### src/rtl/mem_arbiter.sv
// Arbiter sharing the single-port main memory between the CPU core and the GPU blitter.
// GPU has priority; a saturating CPU wait counter overrides it, and stuck reads time out.
module mem_arbiter #(
    parameter int unsigned ADDR_W       = 12,
    parameter int unsigned DATA_W       = 8,
    parameter int unsigned STARVE_LIMIT = 8,
    parameter int unsigned RD_TIMEOUT   = 15
) (
    input  logic              clk,
    input  logic              rst_n,

    input  logic              cpu_req,
    input  logic              cpu_we,
    input  logic [ADDR_W-1:0] cpu_addr,
    input  logic [DATA_W-1:0] cpu_wdata,
    output logic [DATA_W-1:0] cpu_rdata,
    output logic              cpu_ack,

    input  logic              gpu_req,
    input  logic              gpu_we,
    input  logic [ADDR_W-1:0] gpu_addr,
    input  logic [DATA_W-1:0] gpu_wdata,
    output logic [DATA_W-1:0] gpu_rdata,
    output logic              gpu_ack,

    output logic              mem_read,
    output logic [ADDR_W-1:0] mem_read_addr,
    input  logic [DATA_W-1:0] mem_read_data,
    input  logic              mem_read_ack,
    output logic              mem_write,
    output logic [ADDR_W-1:0] mem_write_addr,
    output logic [DATA_W-1:0] mem_write_data,

    output logic              busy,
    output logic              err_timeout
);

    localparam int unsigned TMR_W = $clog2(RD_TIMEOUT + 1);
    localparam int unsigned CNT_W = $clog2(STARVE_LIMIT + 1);

    typedef enum logic [1:0] {StIdle, StWr, StRdWait, StAck} state_t;

    state_t            state_q;
    logic              owner_gpu_q;
    logic [TMR_W-1:0]  rd_timer_q;
    logic [CNT_W-1:0]  cpu_wait_cnt_q;

    logic              grant_cpu;
    logic              grant_gpu;
    logic              sel_we;
    logic [ADDR_W-1:0] sel_addr;
    logic [DATA_W-1:0] sel_wdata;

    // Requests are only looked at in idle, so a req held through ACK is never served twice.
    always_comb begin
        grant_cpu = 1'b0;
        grant_gpu = 1'b0;
        if (state_q == StIdle) begin
            if (cpu_req && gpu_req) begin
                if (cpu_wait_cnt_q >= CNT_W'(STARVE_LIMIT)) begin
                    grant_cpu = 1'b1;
                end else begin
                    grant_gpu = 1'b1;
                end
            end else if (cpu_req) begin
                grant_cpu = 1'b1;
            end else if (gpu_req) begin
                grant_gpu = 1'b1;
            end
        end
    end

    assign sel_we    = grant_gpu ? gpu_we    : cpu_we;
    assign sel_addr  = grant_gpu ? gpu_addr  : cpu_addr;
    assign sel_wdata = grant_gpu ? gpu_wdata : cpu_wdata;

    always_ff @(posedge clk or negedge rst_n) begin
        if (!rst_n) begin
            state_q        <= StIdle;
            owner_gpu_q    <= 1'b0;
            rd_timer_q     <= '0;
            cpu_wait_cnt_q <= '0;
            cpu_rdata      <= '0;
            cpu_ack        <= 1'b0;
            gpu_rdata      <= '0;
            gpu_ack        <= 1'b0;
            mem_read       <= 1'b0;
            mem_read_addr  <= '0;
            mem_write      <= 1'b0;
            mem_write_addr <= '0;
            mem_write_data <= '0;
            busy           <= 1'b0;
            err_timeout    <= 1'b0;
        end else begin
            cpu_ack     <= 1'b0;
            gpu_ack     <= 1'b0;
            mem_read    <= 1'b0;
            mem_write   <= 1'b0;
            err_timeout <= 1'b0;

            // Counts every cycle the CPU is kept waiting, busy cycles included.
            if (!cpu_req || grant_cpu) begin
                cpu_wait_cnt_q <= '0;
            end else if (cpu_wait_cnt_q < CNT_W'(STARVE_LIMIT)) begin
                cpu_wait_cnt_q <= cpu_wait_cnt_q + CNT_W'(1);
            end

            unique case (state_q)
                StIdle: begin
                    if (grant_cpu || grant_gpu) begin
                        owner_gpu_q <= grant_gpu;
                        busy        <= 1'b1;
                        if (sel_we) begin
                            state_q        <= StWr;
                            mem_write      <= 1'b1;
                            mem_write_addr <= sel_addr;
                            mem_write_data <= sel_wdata;
                        end else begin
                            state_q       <= StRdWait;
                            mem_read      <= 1'b1;
                            mem_read_addr <= sel_addr;
                            rd_timer_q    <= '0;
                        end
                    end
                end
                StWr: begin
                    state_q <= StAck;
                    if (owner_gpu_q) gpu_ack <= 1'b1;
                    else             cpu_ack <= 1'b1;
                end
                StRdWait: begin
                    if (mem_read_ack) begin
                        state_q <= StAck;
                        if (owner_gpu_q) begin
                            gpu_ack   <= 1'b1;
                            gpu_rdata <= mem_read_data;
                        end else begin
                            cpu_ack   <= 1'b1;
                            cpu_rdata <= mem_read_data;
                        end
                    end else if (rd_timer_q == TMR_W'(RD_TIMEOUT - 1)) begin
                        // Memory never answered: complete with an all-ones error byte.
                        state_q     <= StAck;
                        err_timeout <= 1'b1;
                        if (owner_gpu_q) begin
                            gpu_ack   <= 1'b1;
                            gpu_rdata <= '1;
                        end else begin
                            cpu_ack   <= 1'b1;
                            cpu_rdata <= '1;
                        end
                    end else begin
                        rd_timer_q <= rd_timer_q + TMR_W'(1);
                    end
                end
                StAck: begin
                    state_q <= StIdle;
                    busy    <= 1'b0;
                end
                default: begin
                    state_q <= StIdle;
                    busy    <= 1'b0;
                end
            endcase
        end
    end

endmodule
### config.mk
export PLATFORM = sky130hd
export DESIGN_NAME = mem_arbiter
export DESIGN_NICKNAME = d
export VERILOG_FILES = /design/src/rtl/mem_arbiter.sv
export SDC_FILE = /design/constraint.sdc
export NUM_CORES = 1
export LEC_CHECK = 0
export BUFFER_PORTS_ARGS = -buffer_cell sky130_fd_sc_hd__buf_4
export CAP_MARGIN = 20
export CORE_ASPECT_RATIO = 1.75
export CORE_MARGIN = 2
export CORE_UTILIZATION = 45
export DETAILED_ROUTE_END_ITERATION = 8
export GPL_ROUTABILITY_DRIVEN = 0
export PLACE_DENSITY_LB_ADDON = 0.3
export RECOVER_POWER = 50
export SYNTH_ARGS = -nofsm -noshare
export SYNTH_HDL_FRONTEND = slang
export SYNTH_SLANG_ARGS = --single-unit
### constraint.sdc
create_clock -name clk -period 4.53 [get_ports clk]
set_input_delay 0.453 -clock clk [delete_from_list [all_inputs] [get_ports clk]]
set_output_delay 0.453 -clock clk [all_outputs]
set_load 0.03 [all_outputs]
# Word-level counts from Yosys, hierarchy flattened
# Cells that the tools add are included.
# Widths: inputs -> output; s select.
dict set report word_totals {
  wordCells 98
  reg_bits 65
  output_inout_bits 54
  in_bits 55
}
dict set report classes {
  order_cmp 2
  addsub 2
  bitwise 2
  eq_ne 9
  reduce_logical 17
  mux 51
}
# cell n
set op_table {}
lappend op_table {{$mux 8} 9}
lappend op_table {{$mux 1} 26}
lappend op_table {{$mux 4} 6}
lappend op_table {{$mux 12} 1}
lappend op_table {{$reduce_and 3->1} 4}
lappend op_table {{$add 4x1->4 const B} 2}
lappend op_table {{$mux 2} 4}
lappend op_table {{$pmux 2 s4} 1}
lappend op_table {{$pmux 4 s2} 1}
lappend op_table {{$reduce_bool 2->1} 4}
lappend op_table {{$ne 2x2->1 const B} 3}
lappend op_table {{$pmux 1 s2} 3}
lappend op_table {{$reduce_and 2->1} 3}
lappend op_table {{$reduce_and 5->1} 1}
lappend op_table {{$eq 2x2->1 const B} 2}
lappend op_table {{$eq 4x4->1 const B} 1}
lappend op_table {{$ge 4x4->1 const B} 1}
lappend op_table {{$lt 4x4->1 const B} 1}
lappend op_table {{$ne 3x3->1 const B} 1}
lappend op_table {{$eq 2x1->1 const B} 1}
lappend op_table {{$logic_not 2->1} 1}
lappend op_table {{$logic_or 1x1->1} 2}
lappend op_table {{$ne 2x1->1 const B} 1}
lappend op_table {{$not 1->1} 2}
lappend op_table {{other kinds (2)} 2}

# Longest topological paths before layout
# Gate-level depths: netlist of run 1.
dict set report depth {
  depth_word 8
  mapped_depth 7
  depth_no_buf 6
}

# Worst setup path after synthesis of run 1
# OpenSTA, ideal clock, no wires.
dict set report synth_timing {
  path_type {register to register}
  startpoint {reg state_q[0]}
  endpoint {reg mem_write_addr[0]}
  required_time_ns 4.405
  n_path_buf 2
  stages_incl_launch_ff 8
  arrival_ns 1.785
  setup_time_ns 0.125
  period_less_slack_ns 1.909
  setup_slack_ns 2.621
  path_cell_list {dfrtp_1 > inv_1 > ha_1 > clkbuf_1 > inv_1 > nor2_1 > buf_2 > mux2_2}
}
dict set report synth_between {
  elab_chain_cells 4
  elab_cells_between_ends 7
  cone_classes {mux: 4; reduce/logical: 3}
}
# item line
set synth_rtl {}
lappend synth_rtl {{start, declared} 43} ;# state_t state_q;
lappend synth_rtl {{start signal, assigned} 79} ;# state_q <= StIdle;
lappend synth_rtl {{start signal, assigned} 114} ;# state_q <= StWr;
lappend synth_rtl {{start signal, assigned} 119} ;# state_q <= StRdWait;
lappend synth_rtl {{$logic_not 2->1 (*)} {58, 108}}
lappend synth_rtl {{$mux 1} 58} ;# if (state_q == StIdle) begin
lappend synth_rtl {{$mux 1 or $logic_or 1x1->1 (tied branches)} {73, 110}}
lappend synth_rtl {{$reduce_and 3->1 (no line)} n/a}
lappend synth_rtl {{end signal, assigned} 116} ;# mem_write_addr <= sel_addr;
lappend synth_rtl {{end, declared} 31} ;# output logic [ADDR_W-1:0] mem_write_addr,
# Mark *: on every way between the ends. The rest lies on a longest branch, timed or not.
# A chain may end at the register's enable or synchronous reset.

# Final worst setup path of run 1
dict set report layout_timing {
  startpoint {reg state_q[0]}
  endpoint {reg mem_write_addr[3]}
}
# Same word-level chain as after synthesis.

==> impl_metrics.ini, run 1 <==
[status]
status = finished clean

[sta]
period_minus_slack_ps = 2750
fin_hold_ws_ps = 224
finalHoldViolations = 0
slew_headroom_pct = 30.5
setup_tns_ps = 0
rsz0062_at_grt = no
setup_viol = 0
finClkSkew_ps = 4.21
fin_crit_sh_pct = 60.6
finalMaxSlewViolations = 0
fmax_mhz = 364
worst_pin_slew_ps = 1040

[global_routing]
antenna_found_initial = 0
grt_pass1_wl_microns = 10500
grt_use_total_pct = 18.8
grt_pass1_vias = 2361
grt_max_degree = 66
grt_overflow = 0

[synth]
yosysWarnings = 0
synth.area.top_cells = dfrtp_1 53%, mux2_2 25%, ha_1 3.3%, nand2b_1 2.0%, inv_1 1.3%
avgSynthCellArea_sq_um = 13.0
synth_top_cell_area_share_pct = 53.0
synth_cell_type_count = 39
ys.flop_type = dfrtp_1
syn_inst = 236
yosysSeqAreaShare_pct = 53.0
synth_edf_count = 0
postSynth.asyncResetShare_pct = 100
synth_seq_cells = 65
yosys.area.top_type = dfrtp_1
syn-num-nets = 299
synth_area_sq_mm = 0.00307

[route]
routed_via_density = 5.11
drt-total-wl_microns = 6590
vias = 2203
wire_per_inst_microns = 15.3
drcViolationCount = 0
drtIter0Drc = 109
dr.pass1.iters = 4
antenna_left = 0

[critical_path]
arrival_ps = 2950
cp_slowest_stage_delay_ps = 830
reg2reg_depth = 5
crit_slowest_cell = nand3_1
required_ps = 4740
cp_cell_sequence = inv_1 > ha_1 > nand3_1 > mux2_2 > mux2_2
timing.rr.start = state_q[0]
rr_endpoint = mem_write_addr[3]
cpMostUsedCell = mux2_2
cp-start-kind = flop
crit_fanout = 21
crit_type = flop to flop
end_kind = flop
rrSetupSlack_ps = 1780
path_buf_inv = 1
critPathTopFamily = multiplexers

[floorplan]
die_h_microns = 113
io_pins = 109
initial_core_util_pct = 46.6
die-area_sq_mm = 0.00753
placementRows = 39
die_w_microns = 66.5
core_area_sq_mm = 0.00659

[finish]
fillers = 562
seq_area_sq_mm = 0.00163
final_cells = 431
design_area_sq_mm = 0.00411
multi_input_area_sq_mm = 0.00135
diodes = 0
nNetsFinal = 410
drive_gt1_share_pct = 49.0
area_growth_pct = 33.9

[clocking]
cts_sinks = 65
cts_resized = 0
cts_tree = built
htree_num_levels = 3
cts_max_path_buffers = 2
cts-buffers-inserted = 9
cts_root_buf = clkbuf_16
cts_hold_buf = 0
post_cts_buffers = 0
clkTransAtPathRegs_ps = 50
clkLatencyLatePin_ps = 320

[flow_run]
maxCapViolations = 0

[min_path]
min_path_type = primary input to asynchronous set/reset pin

[placement]
place_hpwl_microns = 4790
dp_cells = 417
portBuffers = 108
placed_cell_area_sq_mm = 0.00393

[pwr]
power.leakage_uw = 0.00188
max-vdd-ir-drop_v = 0.000409
p_per_area_mw_per_mm2 = 737
worst register-to-register path, delay by kind of cell, from the launching register on:
family                   cells  cell delay (ps)
multiplexers                 2              860
buffers and inverters        1              100
adder cells (fa/ha/maj)      1              430
AND/OR/NAND/NOR              1              830
flip-flops                   1              410
synthesized netlist by cell type, drive strengths merged, types with 2 or more instances:
cell and n:
a21oi 2, a31oi 2, buf 7, clkbuf 2, dfrtp 65, ha 8
inv 11, mux2 69, mux2i 2, nand2 11, nand2b 10, nand3 4
nand3b 2, nor2 10, nor2b 6, o211ai 2, o21ai 2, o41ai 2
per-stage QoR:
stage               util [%]  worst slack, ps  total power, uW
floorplan                  -             2620             1980
global placement        59.6             1820             2480
detailed placement      59.6             1740             2520
CTS                     63.7             1710             3150
global route            62.4             1510             3210
finish                  62.4             1780             3030
final cells by class:
type / count / share of cell area, %
repair buffers: 109 / 17.6
inverters: 11 / 1.00
well taps: 82 / 2.49
clock buffers: 13 / 6.57
multi-input cells: 151 / 32.8
flip-flops and latches: 65 / 39.5
sequential cells by signal (all words and copies together) (netlist names):
name            count
gpu_ack             1
cpu_rdata           8
cpu_wait_cnt_q      4
gpu_rdata           8
mem_write           1
mem_write_addr     12
state_q             2
cpu_ack             1
busy                1
mem_read            1
err_timeout         1
mem_read_addr      12
mem_write_data      8
rd_timer_q          4
owner_gpu_q         1
kinds of logic (layout without fill, tap and decap cells):
logic type,count (synthesis),in the layout,share of synthesized area (%)
AO/OA/AOI/OAI,20,20,5.21
XOR/XNOR,1,1,0.285
adder cells (fa/ha/maj),8,8,3.26
buffers and inverters,20,133,3.26
flip-flops,65,65,53.0
multiplexers,71,71,25.9
AND/OR/NAND/NOR,51,51,9.08
routing by layer:
layer / global-route usage (%) / routed length (microns)
met5: 0 / 0
met4: 13.5 / 278
met3: 4.08 / 330
met2: 33.0 / 3610
met1: 18.8 / 2370
power breakdown:
part / internal [uW] / switching, uW / leakage [uW]
registers: 846 / 150 / 0.000778
clock network: 404 / 216 / 0.000134
logic: 573 / 843 / 0.000967
total: 1820 / 1210 / 0.00188
worst max path at each step:
stage | from | end | slack [ps] | cells past startpoint
after floorplan | state_q[0] | mem_write_addr[0] | 2620 | 7
after global placement | state_q[0] | mem_write_addr[0] | 1820 | 5
after detailed placement | state_q[0] | mem_write_addr[6] | 1740 | 5
after CTS | state_q[0] | mem_write_addr[6] | 1710 | 5
after global routing | state_q[0] | state_q[0] | 1510 | 5
final | state_q[0] | mem_write_addr[3] | 1780 | 5
cell usage in the layout, fill, tap and decap left out, types with 2 or more instances in the layout:
| cell | Yosys | layout |
|---|---|---|
| nor2_1 | 10 | 9 |
| nor2b_1 | 6 | 6 |
| clkbuf_1 | 1 | 27 |
| o41ai_1 | 2 | 2 |
| inv_1 | 11 | 11 |
| mux2i_1 | 2 | 2 |
| clkbuf_8 | 1 | 3 |
| o211ai_1 | 2 | 2 |
| nand2b_1 | 10 | 10 |
| o21ai_0 | 2 | 2 |
| nand3b_1 | 2 | 2 |
| clkbuf_16 | 0 | 9 |
| nand2_1 | 11 | 11 |
| a21oi_1 | 2 | 2 |
| mux2_2 | 69 | 69 |
| nand3_1 | 4 | 4 |
| a31oi_1 | 2 | 2 |
| ha_1 | 8 | 8 |
| dfrtp_1 | 65 | 65 |
| buf_4 | 0 | 82 |
(Power assumes the default switching activity.)
==> run 2, diff against run 1 <==
==> constraint.sdc (replaced) <==
create_clock -name clk -period 2.5 [get_ports clk]
set_input_delay 0.25 -clock clk [delete_from_list [all_inputs] [get_ports clk]]
set_output_delay 0.25 -clock clk [all_outputs]
set_load 0.03 [all_outputs]
==> run 2 against run 1 <==
Net effect:
- the flow now finishes with violations (capacitance limit, slew limit)
- sequential power up 81%
- sequential cell count unchanged
- clock skew up 2.1 ps
- total power up 84%
- first-iteration DRC count down 22%
- critical path type unchanged
==> impl_metrics.ini, run 2 (synthesis gave the netlist of run 1 again) <==
[global_routing]
grt_pass1_vias = 2321
grt_max_degree = 66
grt_overflow = 0
grt_use_total_pct = 18.5
antenna_found_initial = 0
grt_pass1_wl_microns = 10300

[sta]
rsz0062_at_grt = no
finalMaxSlewViolations = 66
fmax_mhz = 471
setup_tns_ps = 0
fin_hold_ws_ps = 207
fin_crit_sh_pct = 85.0
worst_pin_slew_ps = 1570
slew_headroom_pct = -4.79
layout_setup_ws_ps = 376
period_minus_slack_ps = 2120
finalHoldViolations = 0
finClkSkew_ps = 6.31
setup_viol = 0

[route]
dr.pass1.iters = 4
routed_via_density = 5.15
drtIter0Drc = 85
wire_per_inst_microns = 14.8
antenna_left = 0
drt-total-wl_microns = 6450
vias = 2246
drcViolationCount = 0

[clocking]
post_cts_buffers = 0
htree_num_levels = 3
clkLatencyLatePin_ps = 330
cts_max_path_buffers = 2
cts_hold_buf = 0
cts_tree = built
cts_root_buf = clkbuf_16
cts-buffers-inserted = 9
cts_resized = 0
cts_sinks = 65
clkTransAtPathRegs_ps = 50

[status]
failed_checks = capacitance limit, slew limit
status = finished, violations left

[floorplan]
die_w_microns = 66.5
initial_core_util_pct = 46.6
die_h_microns = 113
core_area_sq_mm = 0.00659
die-area_sq_mm = 0.00753
placementRows = 39
io_pins = 109

[critical_path]
crit_fanout = 10
rr_endpoint = state_q[1]
cp-start-kind = flop
required_ps = 2710
crit_type = flop to flop
arrival_ps = 2330
rrSetupSlack_ps = 380
end_kind = flop
timing.rr.start = state_q[0]
reg2reg_depth = 6

[pwr]
p_per_area_mw_per_mm2 = 1340
max-vdd-ir-drop_v = 0.000715
power.leakage_uw = 0.00190

[placement]
dp_cells = 420
portBuffers = 108
place_hpwl_microns = 4670
pre_cts_slack_ps = 429

[min_path]
min_path_type = primary input to flop
hold_path_end = owner_gpu_q
hold_start = cpu_req
hold_depth = 2

[finish]
diodes = 0
layout_common_cells = 83 x buf_4, 69 x mux2_2, 65 x dfrtp_1, 28 x clkbuf_1
area_growth_pct = 34.8
postLayoutCoreUtil_pct = 62.9
drive_gt1_share_pct = 49.4
fillers = 553
layout_commonest_cell = buf_4
final_cells = 436
nNetsFinal = 412
top_regs = mem_read_addr x12, mem_write_addr x12
multi_input_area_sq_mm = 0.00135
seq_area_sq_mm = 0.00163

[flow_run]
maxCapViolations = 1
==> run 2: cell count changes in the layout (fill, tap and decap cells not counted) <==
cell / delta
clkbuf_8: +1
clkbuf_2: +1
buf_4: +1
clkbuf_1: +1
clkinv_2: +2
buf_6: -1
==> run 2: critical path, cell delays in order, from the launching register on <==
cell and delay, ps:
dfrtp_1 420, inv_1 100, ha_1 350, nor3b_1 630, o21bai_1 300, nand2_1 100, o31a_1 110
==> run 2: final cells by class <==
class / count / share of cell area, %
Multi-Input combinational cell: 151 / 32.5
Clock inverter: 2 / 0.242
Tap cell: 82 / 2.48
Sequential cell: 65 / 39.3
Inverter: 11 / 0.997
Timing Repair Buffer: 111 / 17.6
Clock buffer: 14 / 6.86
==> run 2: metal layers <==
layer	vias up	part of all wire [%]	GRT usage (%)	wire, microns
li1	1056	-	-	-
met1	1105	36	18.1	2340
met2	73	55	32.7	3550
met3	12	6.6	6.36	426
met4	0	2.2	10.2	142
met5	-	0	0	0
==> run 2: how the worst max path moves through the flow <==
stage	startpoint	to	slack (ps)	depth (start not counted)
floorplan	state_q[0]	mem_write_addr[0]	590	7
global placement	state_q[1]	rd_timer_q[1]	490	5
detailed placement	state_q[0]	state_q[1]	430	6
CTS	state_q[0]	state_q[1]	410	6
global route	state_q[0]	state_q[1]	190	6
finish	state_q[0]	state_q[1]	380	6
==> run 2: power breakdown <==
part | internal (uW) | switching, uW
Clock | 775 | 415
Combinational | 1040 | 1540
Sequential | 1530 | 264
==> run 2: stage by stage <==
stage	instance area (sq um)	power, uW
after floorplan	3070	3590
after global placement	3950	4510
after detailed placement	3950	4580
after CTS	4250	5800
after global routing	4140	5890
final	4140	5560
==> run 3, diff against run 2 <==
--- a/config.mk
+++ b/config.mk
@@ -5,6 +5,7 @@
 export SDC_FILE = /design/constraint.sdc
 export NUM_CORES = 1
 export LEC_CHECK = 0
+export ABC_AREA = 1
 export BUFFER_PORTS_ARGS = -buffer_cell sky130_fd_sc_hd__buf_4
 export CAP_MARGIN = 20
 export CORE_ASPECT_RATIO = 1.75
==> constraint.sdc (replaced) <==
create_clock -name clk -period 1.9 [get_ports clk]
set_input_delay 0.19 -clock clk [delete_from_list [all_inputs] [get_ports clk]]
set_output_delay 0.19 -clock clk [all_outputs]
set_load 0.03 [all_outputs]
==> run 3 against run 2 <==
Net effect:
- the run now ends clean
- worst hold slack worse by 180 ps
- sequential cell count unchanged
- setup slack lost 240 ps
- utilization fell by 3.0 points
- via count rose by 29%
- non-clock buffer count up 4
- critical endpoint is now mem_write_addr[11]
- highest routed layer unchanged
==> impl_metrics.ini, run 3 <==
[floorplan]
die-area_sq_mm = 0.00762
die_h_microns = 114
placementRows = 40
initial_core_util_pct = 45.7
die_w_microns = 66.9
core_area_sq_mm = 0.00681
io_pins = 109

[finish]
layout_common_cells = 201 x nand2_1, 65 x dfrtp_1, 59 x buf_4, 55 x clkbuf_1, 28 x nand3_1
final_cells = 593
area_growth_pct = 31.0
diodes = 0
drive_gt1_share_pct = 19.6
postLayoutCoreUtil_pct = 59.9
nNetsFinal = 567
layout_commonest_cell = nand2_1
top_regs = mem_read_addr x12, mem_write_addr x12

[global_routing]
grt_use_total_pct = 21.9
antenna_found_initial = 0
grt_overflow = 0
grt_pass1_wl_microns = 12700
grt_max_degree = 66
grt_pass1_vias = 2848

[synth]
synth.area.top_cells = dfrtp_1 52%, nand2_1 24%, nand3_1 4.5%, ha_1 3.2%, o21ai_0 3.1%
synth_edf_count = 0
yosysSeqAreaShare_pct = 52.3
syn-num-nets = 456
syn_inst = 393
post-synth-top-count-cell = nand2_1
yosysWarnings = 0
synth_top_cell_area_share_pct = 52.3
synth_seq_cells = 65
synth_area_sq_mm = 0.00311
synth_commonest_cells = 201 x nand2_1, 65 x dfrtp_1, 28 x nand3_1, 19 x o21ai_0, 15 x inv_1
ys.flop_type = dfrtp_1
yosys.area.top_type = dfrtp_1
avgSynthCellArea_sq_um = 7.92
postSynth.asyncResetShare_pct = 100
synth_cell_type_count = 24

[placement]
portBuffers = 108
dp_cells = 576
pre_cts_slack_ps = 25.4
place_hpwl_microns = 5730

[critical_path]
cp-start-kind = flop
arrival_ps = 1980
end_kind = flop
required_ps = 2120
crit_type = flop to flop
crit_fanout = 20

[pwr]
max-vdd-ir-drop_v = 0.000903
power.leakage_uw = 0.00218
pwr-share-seq_pct = 34.1
switching_share_pct = 46.6
p_per_area_mw_per_mm2 = 1680
p_clk_share_pct = 21.7
p_sw_uw = 3190
p_int_uw = 3660
comb_power_share_pct = 44.2

[clocking]
cts_tree = built
clkTransAtPathRegs_ps = 50
cts-buffers-inserted = 9
clkLatencyLatePin_ps = 330
cts_max_path_buffers = 2
post_cts_buffers = 0
htree_num_levels = 3
cts_root_buf = clkbuf_16
cts_sinks = 65

[sta]
setup_tns_ps = 0
finalMaxSlewViolations = 0
finalHoldViolations = 0
finClkSkew_ps = 5.51
fin_crit_sh_pct = 92.8
fmax_mhz = 567
fin_hold_ws_ps = 26.9
layout_setup_ws_ps = 137
period_minus_slack_ps = 1760
rsz0062_at_grt = no
setup_viol = 0
worst_pin_slew_ps = 872
slew_headroom_pct = 41.9

[route]
vias = 2900
antenna_left = 0
wire_per_inst_microns = 12.9
drcViolationCount = 0
drt-total-wl_microns = 7630
routed_via_density = 4.89
drtIter0Drc = 235
dr.pass1.iters = 5

[min_path]
min_path_type = primary input to flop

[flow_run]
maxCapViolations = 0

[status]
status = finished clean
## run 3: cell count changes after synthesis, moves of 6 or more
cell      before  now
o21ai_0        2   19
nand2b_1      10    0
mux2_2        69    0
nand3_1        4   28
nor2b_1        6    0
nand2_1       11  201
or2_2          0    9
## run 3: cell type report
cell class | count | area (sq um)
fillers | 699 | 2730
clock inverters | 5 | 31.3
well taps | 84 | 105
flip-flops and latches | 65 | 1630
inverters | 18 | 71.3
multi-input cells | 295 | 1340
clock buffers | 11 | 243
repair buffers | 115 | 663
## run 3: power groups by stage
stage               clock [uW]  combinational [uW]  sequential, uW
detailed placement           0                3480            2360
global placement             0                3410            2350
finish                    1490                3030            2340
CTS                       1510                3490            2360
floorplan                    0                1240            3300
global route              1570                3360            2410
## run 3: cell families (layout without fill, tap and decap cells)
| family | after synthesis | in the layout | synth area share (%) |
|---|---|---|---|
| AO/OA/AOI/OAI | 23 | 23 | 3.82 |
| XOR/XNOR | 1 | 1 | 0.282 |
| adder cells (fa/ha/maj) | 8 | 8 | 3.22 |
| buffers and inverters | 33 | 149 | 4.87 |
| flip-flops | 65 | 65 | 52.3 |
| AND/OR/NAND/NOR | 263 | 263 | 35.5 |
## run 3: per-layer routing
metal  wire length, microns  GRT usage [%]  share of wire [%]
met1                   2870           24.1                 38
met5                      0              0                  0
met2                   4190           38.7                 55
met4                    223           12.4                2.9
met3                    351           3.25                4.6
## run 3: through the flow
stage	power, uW	cell area (sq um)
2_1_floorplan	4540	3110
5_1_grt	7340	4080
4_1_cts	7360	4270
3_5_place_dp	5840	3990
6_report	6860	4080
3_3_place_gp	5760	3990
## run 3: critical path: stages (launching register included)
cell and delay [ps]:
dfrtp_1 410, inv_1 100, ha_2 260, nand2_1 90
clkinv_2 130, nand2_4 110, nand2_4 100, nand3_2 90
buf_4 230, nand2_1 80, nand2_1 50
## run 3: what timing repair did
action / in CTS / in global routing
endpoints found under the setup margin: 0 / 36
endpoints found under the hold margin: 65 / 0
resized for setup: 0 / 3
hold buffers: 1 / 0
## run 3: worst paths after layout
path	from	end	slack (ps)	cells past startpoint
setup / recovery	state_q[0]	mem_write_addr[11]	140	10
hold / removal	mem_read_ack	err_timeout	30	2
setup reg to reg	state_q[0]	mem_write_addr[11]	140	10
hold reg to reg	mem_read_addr[10]	mem_read_addr[10]	480	2
max in group asynchronous	rst_n	state_q[1]	780	2
min in group asynchronous	rst_n	cpu_wait_cnt_q[0]	530	2
